$ cat config.mk
export PLATFORM = sky130hd
export DESIGN_NAME = axis_step_framer
export DESIGN_NICKNAME = d
export VERILOG_FILES = /design/src/rtl/axis_step_framer.sv
export SDC_FILE = /design/constraint.sdc
export NUM_CORES = 1
export LEC_CHECK = 0
export ABC_CLOCK_PERIOD_IN_PS = 4450
export BUFFER_PORTS_ARGS = -buffer_cell sky130_fd_sc_hd__buf_4
export CORE_UTILIZATION = 30
export DETAILED_ROUTE_END_ITERATION = 6
export HOLD_SLACK_MARGIN = 0.12
export PLACE_DENSITY = 0.56
export SYNTH_ARGS = -nofsm -noshare
export SYNTH_HDL_FRONTEND = slang
export SYNTH_SLANG_ARGS = --single-unit
$ cat constraint.sdc
create_clock -name clk -period 4.45 [get_ports clk]
set_input_delay 0.2225 -clock clk [delete_from_list [all_inputs] [get_ports clk]]
set_output_delay 0.2225 -clock clk [all_outputs]
set_load 0.01 [all_outputs]
$ cat src/rtl/axis_step_framer.sv
// axis_step_framer: skid-buffered AXI-Stream stage that tags frame ends every NO_OF_STEPS beats
// and flags upstream delimiters that disagree with the beat count.
module axis_step_framer #(
  parameter int WIDTH = 3,
  parameter int NO_OF_STEPS = 10,
  localparam int CW = $clog2(NO_OF_STEPS)
) (
  input  logic             clk,
  input  logic             rstn,
  input  logic             s_valid,
  output logic             s_ready,
  input  logic [WIDTH-1:0] s_data,
  input  logic             s_last,
  output logic             m_valid,
  input  logic             m_ready,
  output logic [WIDTH-1:0] m_data,
  output logic             m_last,
  output logic             frame_err,
  output logic [7:0]       err_count
);
  logic [CW-1:0]    in_cnt;
  logic [WIDTH-1:0] sk_data;
  logic             sk_last, sk_valid;
  logic             acc, at_end, last_tag, mismatch, load;
  assign s_ready  = !sk_valid;
  assign acc      = s_valid && s_ready;
  assign at_end   = in_cnt == CW'(NO_OF_STEPS - 1);
  assign last_tag = at_end || s_last;
  assign mismatch = acc && (s_last != at_end);
  assign load     = !m_valid || m_ready;
  // skid is only ever filled while the output is stalled, and input is blocked while it is full
  always_ff @(posedge clk or negedge rstn) begin
    if (!rstn) begin
      m_valid   <= 1'b0;
      m_data    <= '0;
      m_last    <= 1'b0;
      sk_valid  <= 1'b0;
      sk_data   <= '0;
      sk_last   <= 1'b0;
      in_cnt    <= '0;
      frame_err <= 1'b0;
      err_count <= '0;
    end else begin
      if (load) begin
        if (sk_valid) begin
          m_valid  <= 1'b1;
          m_data   <= sk_data;
          m_last   <= sk_last;
          sk_valid <= 1'b0;
        end else if (acc) begin
          m_valid <= 1'b1;
          m_data  <= s_data;
          m_last  <= last_tag;
        end else begin
          m_valid <= 1'b0;
        end
      end else if (acc) begin
        sk_valid <= 1'b1;
        sk_data  <= s_data;
        sk_last  <= last_tag;
      end
      if (acc) in_cnt <= last_tag ? '0 : in_cnt + 1'b1;
      frame_err <= mismatch;
      if (mismatch && err_count != 8'hff) err_count <= err_count + 8'd1;
    end
  end
endmodule

---- After elaboration in Yosys (flattened, before gate mapping) ----
Cells that the tools add are included.
cells by class
  muxes and demuxes ....................... 9
  bitwise gates (word level) .............. 1
  add/sub/neg operators ................... 2
  equality and inequality tests ........... 3
  reductions and logical operators ........ 11
operators with widths
  operator               count
  $add A8 B1 Y8 const B  1
  $ne A8 B8 Y1 const B   1
  $mux W1                6
  $mux W3                2
  $add A4 B1 Y4 const B  1
  $eq A4 B4 Y1 const B   1
  $mux W4                1
  $reduce_and A2 Y1      2
  $reduce_bool A2 Y1     2
  $logic_and A1 B1 Y1    3
  $logic_not A1 Y1       2
  $logic_or A1 B1 Y1     2
  $ne A1 B1 Y1           1
  $not A1 Y1             1
storage, ports and cells
  input port bits ......................... 8
  output and inout port bits .............. 15
  register bits after elaboration ......... 23
  word-level logic and storage cells ...... 35

---- Logic depth before layout (Yosys ltp) ----
Gate-level depths: netlist of run 1.
  word-level depth ........................ 4
  gate-level depth with buffers ........... 8
  gate-level depth less buffers ........... 8

---- Least setup slack after synthesis of run 1 ----
Ideal clock, no wire load.
  path type ............................... register -> register
  start point ............................. reg in_cnt[1]
  end point ............................... reg err_count[5]
  data required time ...................... 4325 ps
  buffers on the path ..................... 0
  clock period less this slack ............ 1802 ps
  arrival ................................. 1677 ps
  library setup time ...................... 125 ps
  slack ................................... 2648 ps
  stages on the path, launching flop included .. 9
  cells stage by stage .................... dfrtp_1 > inv_1 > ha_1 > nand3b_1 > ha_1 > nand3b_1 > clkinv_1 > nand4_1 > mux2_2
between the ends
  word-level cells in the longest chain between the ends .. 4
RTL lines
  item                    line  source
  start, declared         21    logic [CW-1:0] in_cnt;
  start signal, assigned  62    if (acc) in_cnt <= last_tag ? '0 : in_cnt + 1'b1;
  $eq A4 B4 Y1            27    assign at_end = in_cnt == CW'(NO_OF_STEPS - 1);
  $ne A1 B1 Y1            29    assign mismatch = acc && (s_last != at_end);
  $logic_and A1 B1 Y1     29
  named net mismatch      24    logic acc, at_end, last_tag, mismatch, load;
  $logic_and A1 B1 Y1     64    if (mismatch && err_count != 8'hff) err_count <= err_count + 8'd1;
  end signal, assigned    64
  end, declared           19    output logic [7:0] err_count
The timed path passes the listed nets, and every way through them passes these cells.
A chain may end at the register's enable or synchronous reset.

---- Final worst setup path of run 1 ----
Same ends and word-level chain as after synthesis.

==> qor.yml, run 1 <==
logic_synthesis:
  ys.flop_type: "dfrtp_1"
  ys_types: 26
  synth_edf_count: 0
  synth_fa_ha_area_share_pct: 5.56
  synth_fp_nets: 110
  async_flop_share_pct: 100
  synthMuxAreaShare_pct: 16.9
  synth_top_family_by_area: "multiplexers"
  synthCells: 97
  yosysTopAreaCell: "dfrtp_1"
  synth-seq-cells: 23
  synth_area_leaders: "dfrtp_1 (51%), mux2_2 (16%), ha_1 (5.6%)"
  yosysTopAreaCellShare_pct: 51.2
  yosysWarnings: 0
  synthXorXnorAreaFrac_pct: 0.779
  yosysMostFrequentCell: "dfrtp_1"
  synth_common_cells: "dfrtp_1 (23), mux2_2 (16), nand2_1 (7)"
  seq_area_frac_synth_pct: 51.2
  synth_compound_area_share_pct: 7.56
  avgSynthCellArea_um2: 11.6
  syn_area_um2: 1120
  yosys.area_share.simple_pct: 15.7
clocking:
  path_clk_slew_ns: 0.09
  clock_sinks: 23
  cts.path.max_buffers: 2
  cts-resized-gates: 0
  ctsRootBufferMaster: "clkbuf_8"
  htreeDepth: 1
  clock_latency_ns: 0.27
  numCtsBuffers: 3
  cts_tree: "done"
status:
  status: "completed"
timing:
  maxSlewViolCount: 0
  timing.slew.headroom_pct: 77.9
  setup_viol: 0
  rsz0062_at_grt: "false"
  finalCritPeriodShare_pct: 45.6
  finalHoldViolCount: 0
  setup_tns_ns: 0
  fmax_ghz: 0.493
  min_period_ns: 2.03
  worst_clock_skew_ns: 0.00974
  setup_slack_ns: 2.42
  worstMarginPinSlew_ns: 0.332
worst_setup_path:
  cp_top_family: "adder cells"
  cp_cell_sequence: "inv_1, ha_1, nand3b_1, ha_1, nand3b_1, clkinv_1, nand4_1, mux2_2"
  max_stage_delay_ns: 0.42
  cp_max_fo: 8
  required_ns: 4.60
  slowest_stage: "dfrtp_1"
  start_kind: "flip-flop"
  crit_buf_inv: 2
  cp_data_arrival_time_ns: 2.18
  cp-end-kind: "flip-flop"
  critPathKind: "flip-flop to flip-flop"
floorplanning:
  die_area_um2: 4000
  die_h_um: 63.2
  fp.dieW_um: 63.2
  core_area_um2: 3470
  start_util_pct: 32.4
  boundaryPins: 23
  fp-row-count: 21
route:
  wl_um: 2100
  ant_nets: 0
  drc: 0
  drtIter0Drc: 33
  first_pass_iters: 4
  vias: 805
  routedWlPerCell_um: 12.4
  vias_per_cell: 4.76
pwr:
  p_int_uw: 421
  p_sw_uw: 199
  p_leak_nw: 0.630
  pwr-share-clk_pct: 20.8
  seq_power_share_pct: 49.8
  vdd_drop_max_mv: 0.211
  swShare_pct: 32.1
  pwr-share-comb_pct: 29.4
  power_density_nw_per_um2: 444
placed_design:
  port_buffers: 22
  pre_cts_ws_ns: 2.44
  gp_congestion: 0.787
  dpl.cell_count: 164
  hpwlAfterDp_um: 1530
global_route:
  grt_first_pass_wirelength_um: 3560
  grtUsageTotal_pct: 11.4
  grt_pass1_vias: 762
  grt_max_degree: 24
  overflow: 0
  antenna_found_initial: 0
final_layout:
  postLayoutCoreUtil_pct: 40.3
  n_antenna_cell: 0
  syn2layout_area_growth_pct: 24.1
  drive_above_1_share_pct: 36.6
  final_net_count: 137
  fin_cells: 169
hold_path:
  min_path_type: "input pin to flip-flop"
run:
  drv_cap: 0
-- flip-flops by register name, indices dropped and copies added, names as in the netlist --
| name | count |
|---|---|
| sk_valid | 1 |
| sk_last | 1 |
| in_cnt | 4 |
| sk_data | 3 |
| m_last | 1 |
| frame_err | 1 |
| m_data | 3 |
| err_count | 8 |
| m_valid | 1 |
-- final cells by class --
type | count | area (µm²)
multi-input cells | 68 | 523
clock inverters | 1 | 5.00
clock buffers | 3 | 41.3
repair buffers | 23 | 175
flip-flops and latches | 23 | 576
fillers | 346 | 2070
inverters | 5 | 18.8
well taps | 46 | 57.6
-- layout by cell type, fill, tap and decap left out, types with 2 or more instances in the layout --
master,instances
o21ai_0,6
dfrtp_1,23
mux2_2,16
buf_4,22
ha_1,5
nand3_1,3
nand4_1,3
and3_1,3
nand2b_1,4
nand2_1,7
a21oi_1,4
clkbuf_8,3
nor2_1,4
inv_1,4
nand3b_1,2
-- kinds of logic after synthesis --
group,count (synthesis)
buf+inv,6
mux,17
xor+xnor,1
simple gates,31
flops,23
compound gates,14
fa+ha+maj,5
-- stage by stage --
step	hold slack [ns]	total power, mW	instance area [µm²]
2_1_floorplan	-0.0731	0.405	1120
4_1_cts	0.186	0.629	1400
6_report	0.191	0.619	1400
3_5_place_dp	0.140	0.494	1340
5_1_grt	0.186	0.668	1400
3_3_place_gp	0.133	0.488	1340
-- worst paths after layout --
check	from	end	slack, ns	cells past startpoint
worst max-delay path	in_cnt[1]	err_count[5]	2.42	8
worst min-delay path	s_valid	m_valid	0.19	3
worst max register to register	in_cnt[1]	err_count[5]	2.42	8
worst min register to register	in_cnt[3]	in_cnt[3]	0.51	1
max in group asynchronous	rstn	err_count[6]	3.83	2
min in group asynchronous	rstn	in_cnt[3]	0.38	2
-- worst reg2reg max path, delay by kind of cell (launching register included) --
kind,cells,cell delay (ns)
AND/OR/NAND/NOR,3,0.43
adder cells (fa/ha/maj),2,0.43
multiplexers,1,0.34
buffers and inverters,2,0.29
flip-flops,1,0.42
-- power groups by stage --
| stage | Clock [mW] | Combinational [mW] | Sequential (mW) |
|---|---|---|---|
| global placement | 0 | 0.179 | 0.309 |
| floorplan | 0 | 0.0888 | 0.316 |
| global route | 0.148 | 0.203 | 0.317 |
| CTS | 0.137 | 0.185 | 0.307 |
| detailed placement | 0 | 0.185 | 0.310 |
| finish | 0.129 | 0.182 | 0.308 |
-- per-layer routing --
metal	share of wire (%)	track usage [%]	wire length, µm
met3	5.7	3.62	119
met2	47	18.3	980
met1	48	15.0	999
met4	0	2.56	0
met5	0	0	0
-- timing repair --
action	4_1_cts	5_1_grt
hold buffers	1	0
setup buffers	0	0
hold endpoints to repair	23	0
Power figures use the tool's default switching activity.
==> run 2: changes to the inputs <==
--- a/config.mk
+++ b/config.mk
@@ -5,7 +5,7 @@
 export SDC_FILE = /design/constraint.sdc
 export NUM_CORES = 1
 export LEC_CHECK = 0
-export ABC_CLOCK_PERIOD_IN_PS = 4450
+export ABC_CLOCK_PERIOD_IN_PS = 1900
 export BUFFER_PORTS_ARGS = -buffer_cell sky130_fd_sc_hd__buf_4
 export CORE_UTILIZATION = 30
 export DETAILED_ROUTE_END_ITERATION = 6
==> constraint.sdc (replaced) <==
create_clock -name clk -period 1.9 [get_ports clk]
set_input_delay 0.095 -clock clk [delete_from_list [all_inputs] [get_ports clk]]
set_output_delay 0.095 -clock clk [all_outputs]
set_load 0.01 [all_outputs]
==> run 2 against run 1 <==
Count of clock-buffer cells in the layout rose by 1. First-iteration DRC count rose by 27%. Utilization rose by 1.9 points. Clock power rose by 130%. Sequential power rose by 130%. Combinational power rose to 2.5 times the previous value. Non-clock buffer count rose by 7. Final cell count rose by 4.1%. Largest power group unchanged.
==> qor.yml, run 2 (same netlist as run 1, synthesis figures left out) <==
status:
  status: "completed"
clocking:
  cts.path.max_buffers: 2  # unchanged
  cts_tree: "done"
  clock_sinks: 23  # unchanged
  clock_latency_ns: 0.26  # about the same
  htreeDepth: 1  # unchanged
  path_clk_slew_ns: 0.08  # about the same
  numCtsBuffers: 3  # unchanged
  ctsRootBufferMaster: "clkbuf_8"
final_layout:
  top_regs: "err_count: 8 flops, in_cnt: 4 flops"
  n_antenna_cell: 0  # unchanged
  multi_input_area_um2: 528  # +0.96%
  postLayoutCoreUtil_pct: 42.2  # +1.9 points
  final_net_count: 144  # +5.1%
  largest_reg_flops: 8  # unchanged
  fin_cells: 176  # +4.1%
  top_register: "err_count"
  syn2layout_area_growth_pct: 30.0
  fillCellCount: 340  # -1.7%
  drive_above_1_share_pct: 37.7  # +1.1 points
  layout_commonest_cell: "buf_4"
  final_cell_mix: "buf_4 (25), dfrtp_1 (23), mux2_2 (16)"
  register_area_um2: 576  # unchanged
timing:
  worstMarginPinSlew_ns: 0.358  # +0.0261 ns
  maxSlewViolCount: 0  # unchanged
  worst_clock_skew_ns: 0.00428  # -0.00546 ns
  min_period_ns: 1.83  # -0.203 ns
  setup_slack_ns: 0.0726  # -2.35 ns
  holdWs_ns: 0.257  # +0.0652 ns
  setup_viol: 0  # unchanged
  timing.slew.headroom_pct: 76.1  # -1.7 points
  finalHoldViolCount: 0  # unchanged
  setup_tns_ns: 0  # unchanged
  fmax_ghz: 0.547  # +11%
  finalCritPeriodShare_pct: 96.2  # +51 points
placed_design:
  hpwlAfterDp_um: 1540  # +0.39%
  dpl.cell_count: 166  # +1.2%
  port_buffers: 22  # unchanged
  pre_cts_ws_ns: 0.0481  # -2.40 ns
  gp_congestion: 0.827  # +5.1%
floorplanning:
  die_area_um2: 4000  # unchanged
  core_area_um2: 3470  # unchanged
  die_h_um: 63.2  # unchanged
  start_util_pct: 32.4  # unchanged
  fp.dieW_um: 63.2  # unchanged
  boundaryPins: 23  # unchanged
  fp-row-count: 21  # unchanged
route:
  vias_per_cell: 4.66  # -2.1%
  vias: 821  # +2.0%
  first_pass_iters: 4  # unchanged
  m1WireLength_um: 1060  # +6.1%
  routedWlPerCell_um: 12.3  # -0.91%
  wl_met3_um: 109  # -8.4%
  top_layer: "met4"
  routed-wl-met2_um: 972  # -0.82%
  wl_um: 2170  # +3.2%
  ant_nets: 0  # unchanged
  drtIter0Drc: 42  # +27%
  drc: 0  # unchanged
worst_setup_path:
  r2r_start: "in_cnt[0]"
  rr_worst_depth: 6  # -2
  required_ns: 2.05  # -2.55 ns
  r2r_slack_ns: 0.07  # -2.35 ns
  cp_data_arrival_time_ns: 1.98  # -0.20 ns
  start_kind: "flip-flop"
  cp-end-kind: "flip-flop"
  worst_r2r_endpoint: "err_count[6]"
  cp_max_fo: 4  # -4
  critPathKind: "flip-flop to flip-flop"
global_route:
  grtUsageTotal_pct: 11.6  # +0.16 points
  grt_pass1_vias: 793  # +4.1%
  antenna_found_initial: 0  # unchanged
  grt_max_degree: 24  # unchanged
  overflow: 0  # unchanged
  grt_first_pass_wirelength_um: 3610  # +1.3%
pwr:
  power_density_nw_per_um2: 1000  # +130%
  vdd_drop_max_mv: 0.779  # +270%
  p_leak_nw: 0.664  # +5.4%
run:
  drv_cap: 0  # unchanged
hold_path:
  min_path_type: "input pin to async pin"
==> run 2: cell count changes in the layout (fill, tap and decap cells not counted) <==
| cell | change |
|---|---|
| dlygate4sd3_1 | +4 |
| nor3_1 | -1 |
| nor3_2 | +1 |
| buf_4 | +3 |
| clkbuf_1 | +1 |
| clkinv_1 | -1 |
| inv_2 | +1 |
| clkinv_2 | -1 |
==> run 2: through the flow <==
step	cell area [µm²]	power (mW)
after floorplan	1120	0.947
after global placement	1360	1.15
after detailed placement	1360	1.16
after CTS	1450	1.49
after global routing	1460	1.58
final	1460	1.47
==> run 2: worst max-delay path by stage <==
stage / start / end / cells after the start
6_report: in_cnt[0] / err_count[6] / 6
5_1_grt: in_cnt[1] / err_count[5] / 8
4_1_cts: in_cnt[0] / err_count[5] / 7
3_5_place_dp: in_cnt[0] / err_count[5] / 7
3_3_place_gp: in_cnt[0] / err_count[5] / 7
2_1_floorplan: in_cnt[1] / err_count[5] / 8
==> run 2: routing by layer <==
layer	global-route usage [%]	vias to the layer above
met5	0	-
met4	3.41	0
met3	3.80	4
met2	17.5	20
met1	15.7	387
li1	-	410
==> run 2: worst max-delay path, cell delays in order (launching register included) <==
cell,delay [ns]
dfrtp_1,0.42
ha_1,0.18
nand3b_1,0.12
ha_1,0.29
nand3b_1,0.16
nor3_2,0.20
mux2_2,0.34
==> run 2: what timing repair did <==
action	4_1_cts	5_1_grt
hold endpoints to repair	27	0
setup endpoints to repair	0	5
buffers inserted	0	1
gates resized for setup	0	2
hold buffers	5	0
==> run 2: report_power, final <==
| group | switching [mW] | internal (mW) | leakage (nW) | total, mW |
|---|---|---|---|---|
| Sequential | 0.115 | 0.602 | 0.286 | 0.717 |
| Clock | 0.146 | 0.149 | 0.0228 | 0.296 |
| Combinational | 0.200 | 0.255 | 0.355 | 0.455 |
==> run 2: cell type report <==
type                       instances  area share, %
clock buffer                       4           3.08
inverter                           5           1.28
multi-input combinational         68           36.1
sequential                        23           39.3
tap                               46           3.93
timing repair buffer              30           16.3
==> run 3: changes to the inputs <==
--- a/config.mk
+++ b/config.mk
@@ -7,6 +7,7 @@
 export LEC_CHECK = 0
 export ABC_CLOCK_PERIOD_IN_PS = 1900
 export BUFFER_PORTS_ARGS = -buffer_cell sky130_fd_sc_hd__buf_4
+export CORE_MARGIN = 2
 export CORE_UTILIZATION = 30
 export DETAILED_ROUTE_END_ITERATION = 6
 export HOLD_SLACK_MARGIN = 0.12
==> run 3 against run 2 <==
Worst hold slack lost 0.0019 ns. Final cell count grew 2.3%. Clock power is essentially flat. First-iteration DRC count shrank 2.4%. Sequential share of layout area shrank 1.2 points. Design area grew 3.1%. Setup slack lost 0.025 ns. Total power grew 1.6%. Global-route usage shrank 0.16 points. Register-to-register slack lost 0.03 ns. Flip-flop and latch count is the same.
==> qor.yml, run 3 (same netlist as run 1, synthesis figures left out) <==
final_layout:
  drive_above_1_share_pct: 40.2  # +2.5 points
  top_regs: "err_count: 8 flops, in_cnt: 4 flops"
  top_register: "err_count"
  largest_reg_flops: 8  # unchanged
  fin_cells: 180  # +2.3%
  final_net_count: 146  # +1.4%
  register_area_um2: 576  # unchanged
  final_cell_area_um2: 1510  # +3.1%
  multi_input_area_um2: 553  # +4.7%
  final_cell_mix: "buf_4 (27), dfrtp_1 (23), mux2_2 (14)"
  syn2layout_area_growth_pct: 34.0
  layout_commonest_cell: "buf_4"
  n_antenna_cell: 0  # unchanged
  fillCellCount: 355  # +4.4%
worst_setup_path:
  cp_common_cell: "nand3b_1"
  cp-end-kind: "flip-flop"
  cp_cell_sequence: "inv_1, ha_2, nand3b_1, ha_1, nand3b_1, buf_4, nor2_4, mux2_4"
  cp.depth: 8  # +2
  start_kind: "flip-flop"
  cp_data_arrival_time_ns: 2.00  # +0.02 ns
  slowest_stage: "dfrtp_1"
  max_stage_delay_ns: 0.38  # -0.04 ns
  worst_r2r_endpoint: "err_count[4]"
  cp_max_fo: 3  # -1
  startpoint: "in_cnt[1]"
  required_ns: 2.05  # about the same
  crit_buf_inv: 2  # +2
  r2r_start: "in_cnt[1]"
  r2r_slack_ns: 0.05  # -0.03 ns
  cp_top_family: "adder cells"
  timing.critical_path.to: "err_count[4]"
  rr_worst_depth: 8  # +2
  critPathKind: "flip-flop to flip-flop"
route:
  vias_per_cell: 4.69  # +0.52%
  ant_nets: 0  # unchanged
  routedWlPerCell_um: 12.2  # -0.91%
  first_pass_iters: 4  # unchanged
  wl_um: 2200  # +1.3%
  vias: 844  # +2.8%
  drc: 0  # unchanged
  drtIter0Drc: 41  # -2.4%
timing:
  rsz0062_at_grt: "true"
  holdWs_ns: 0.255  # -0.00186 ns
  min_period_ns: 1.85  # +0.0251 ns
  setup_slack_ns: 0.0476  # -0.0251 ns
  setup_tns_ns: 0  # unchanged
  maxSlewViolCount: 0  # unchanged
  fmax_ghz: 0.540  # -1.4%
  setup_viol: 0  # unchanged
  worstMarginPinSlew_ns: 0.362  # +0.00366 ns
  worst_clock_skew_ns: 0.00360  # -0.000676 ns
  timing.slew.headroom_pct: 75.8  # -0.31 points
  finalCritPeriodShare_pct: 97.5  # +1.3 points
  finalHoldViolCount: 0  # unchanged
pwr:
  vdd_drop_max_mv: 0.584  # -25%
  power_density_nw_per_um2: 989  # -1.5%
  p_leak_nw: 0.675  # +1.6%
status:
  status: "completed"
global_route:
  use_met2_pct: 19.1  # +1.7 points
  overflow: 0  # unchanged
  grt_max_degree: 24  # unchanged
  met1_usage_pct: 14.7  # -1.0 points
  met3_usage_pct: 3.77  # -0.037 points
  grt_pass1_vias: 829  # +4.5%
  top_usage_layer: "met2"
  antenna_found_initial: 0  # unchanged
  grtUsageTotal_pct: 11.4  # -0.16 points
  grt_first_pass_wirelength_um: 3800  # +5.2%
clocking:
  ctsRootBufferMaster: "clkbuf_8"
  numCtsBuffers: 3  # unchanged
  clock_latency_ns: 0.26  # about the same
  clock_sinks: 23  # unchanged
  cts.path.max_buffers: 2  # unchanged
  cts_tree: "done"
  path_clk_slew_ns: 0.08  # about the same
  htreeDepth: 1  # unchanged
floorplanning:
  fp-row-count: 22  # +4.8%
  core_area_um2: 3630  # +4.8%
  start_util_pct: 31.0  # -1.5 points
  boundaryPins: 23  # unchanged
  fp.dieW_um: 65.2  # +3.2%
  die_h_um: 65.2  # +3.2%
  die_area_um2: 4250  # +6.4%
placed_design:
  dpl.cell_count: 169  # +1.8%
  hpwlAfterDp_um: 1650  # +7.5%
  dpl_cell_area_um2: 1370  # +0.74%
  gp_congestion: 0.784  # -5.2%
  pre_cts_ws_ns: -0.0130  # -0.0611 ns
  port_buffers: 22  # unchanged
run:
  drv_cap: 0  # unchanged
hold_path:
  min_path_type: "input pin to async pin"
## run 3: cell type report
type / count / area share (%)
Sequential cell: 23 / 38.2
Multi-Input combinational cell: 68 / 36.7
Timing Repair Buffer: 32 / 16.8
Tap cell: 48 / 3.98
Clock buffer: 4 / 2.99
Inverter: 5 / 1.41
## run 3: worst reg2reg max path, delay by kind of cell (launching register included)
| family | cells | cell delay, ns |
|---|---|---|
| fa+ha+maj | 2 | 0.45 |
| buf+inv | 2 | 0.26 |
| flops | 1 | 0.38 |
| mux | 1 | 0.30 |
| simple gates | 3 | 0.35 |
## run 3: per-layer routing
layer	vias to the layer above	part of all wire, %	routed length (µm)
met4	0	0.36	8
met2	28	47	1040
met3	2	5.4	119
met1	400	47	1020
met5	-	0	0
li1	414	-	-
## run 3: report_power, final
group          switching, mW  leakage, nW  internal, mW
registers              0.113        0.286         0.602
clock network          0.148       0.0228         0.149
logic                  0.214        0.366         0.264
## run 3: how the worst min path moves through the flow
stage                     startpoint  slack, ns           end  cells past startpoint
after CTS                       rstn       0.27       m_valid                      2
final                           rstn       0.25    sk_data[1]                      2
after global placement          rstn      0.007    sk_data[1]                      1
after detailed placement        rstn       0.01       m_valid                      1
after floorplan                 rstn      -0.20  err_count[0]                      0
after global routing            rstn       0.28     m_data[0]                      2
## run 3: stage by stage
| stage | total power [mW] | util, % |
|---|---|---|
| after floorplan | 0.947 | - |
| after global placement | 1.16 | 37.6 |
| after detailed placement | 1.18 | 37.6 |
| after CTS | 1.49 | 40.2 |
| after global routing | 1.60 | 41.5 |
| final | 1.49 | 41.5 |
## run 3: what timing repair did
item                                    in CTS  in global routing
endpoints found under the setup margin       3                  4
setup buffers                                0                  2
resized for setup                            1                  8
pin swaps                                    0                  4
hold buffers                                 5                  0
hold endpoints to repair                    28                  0
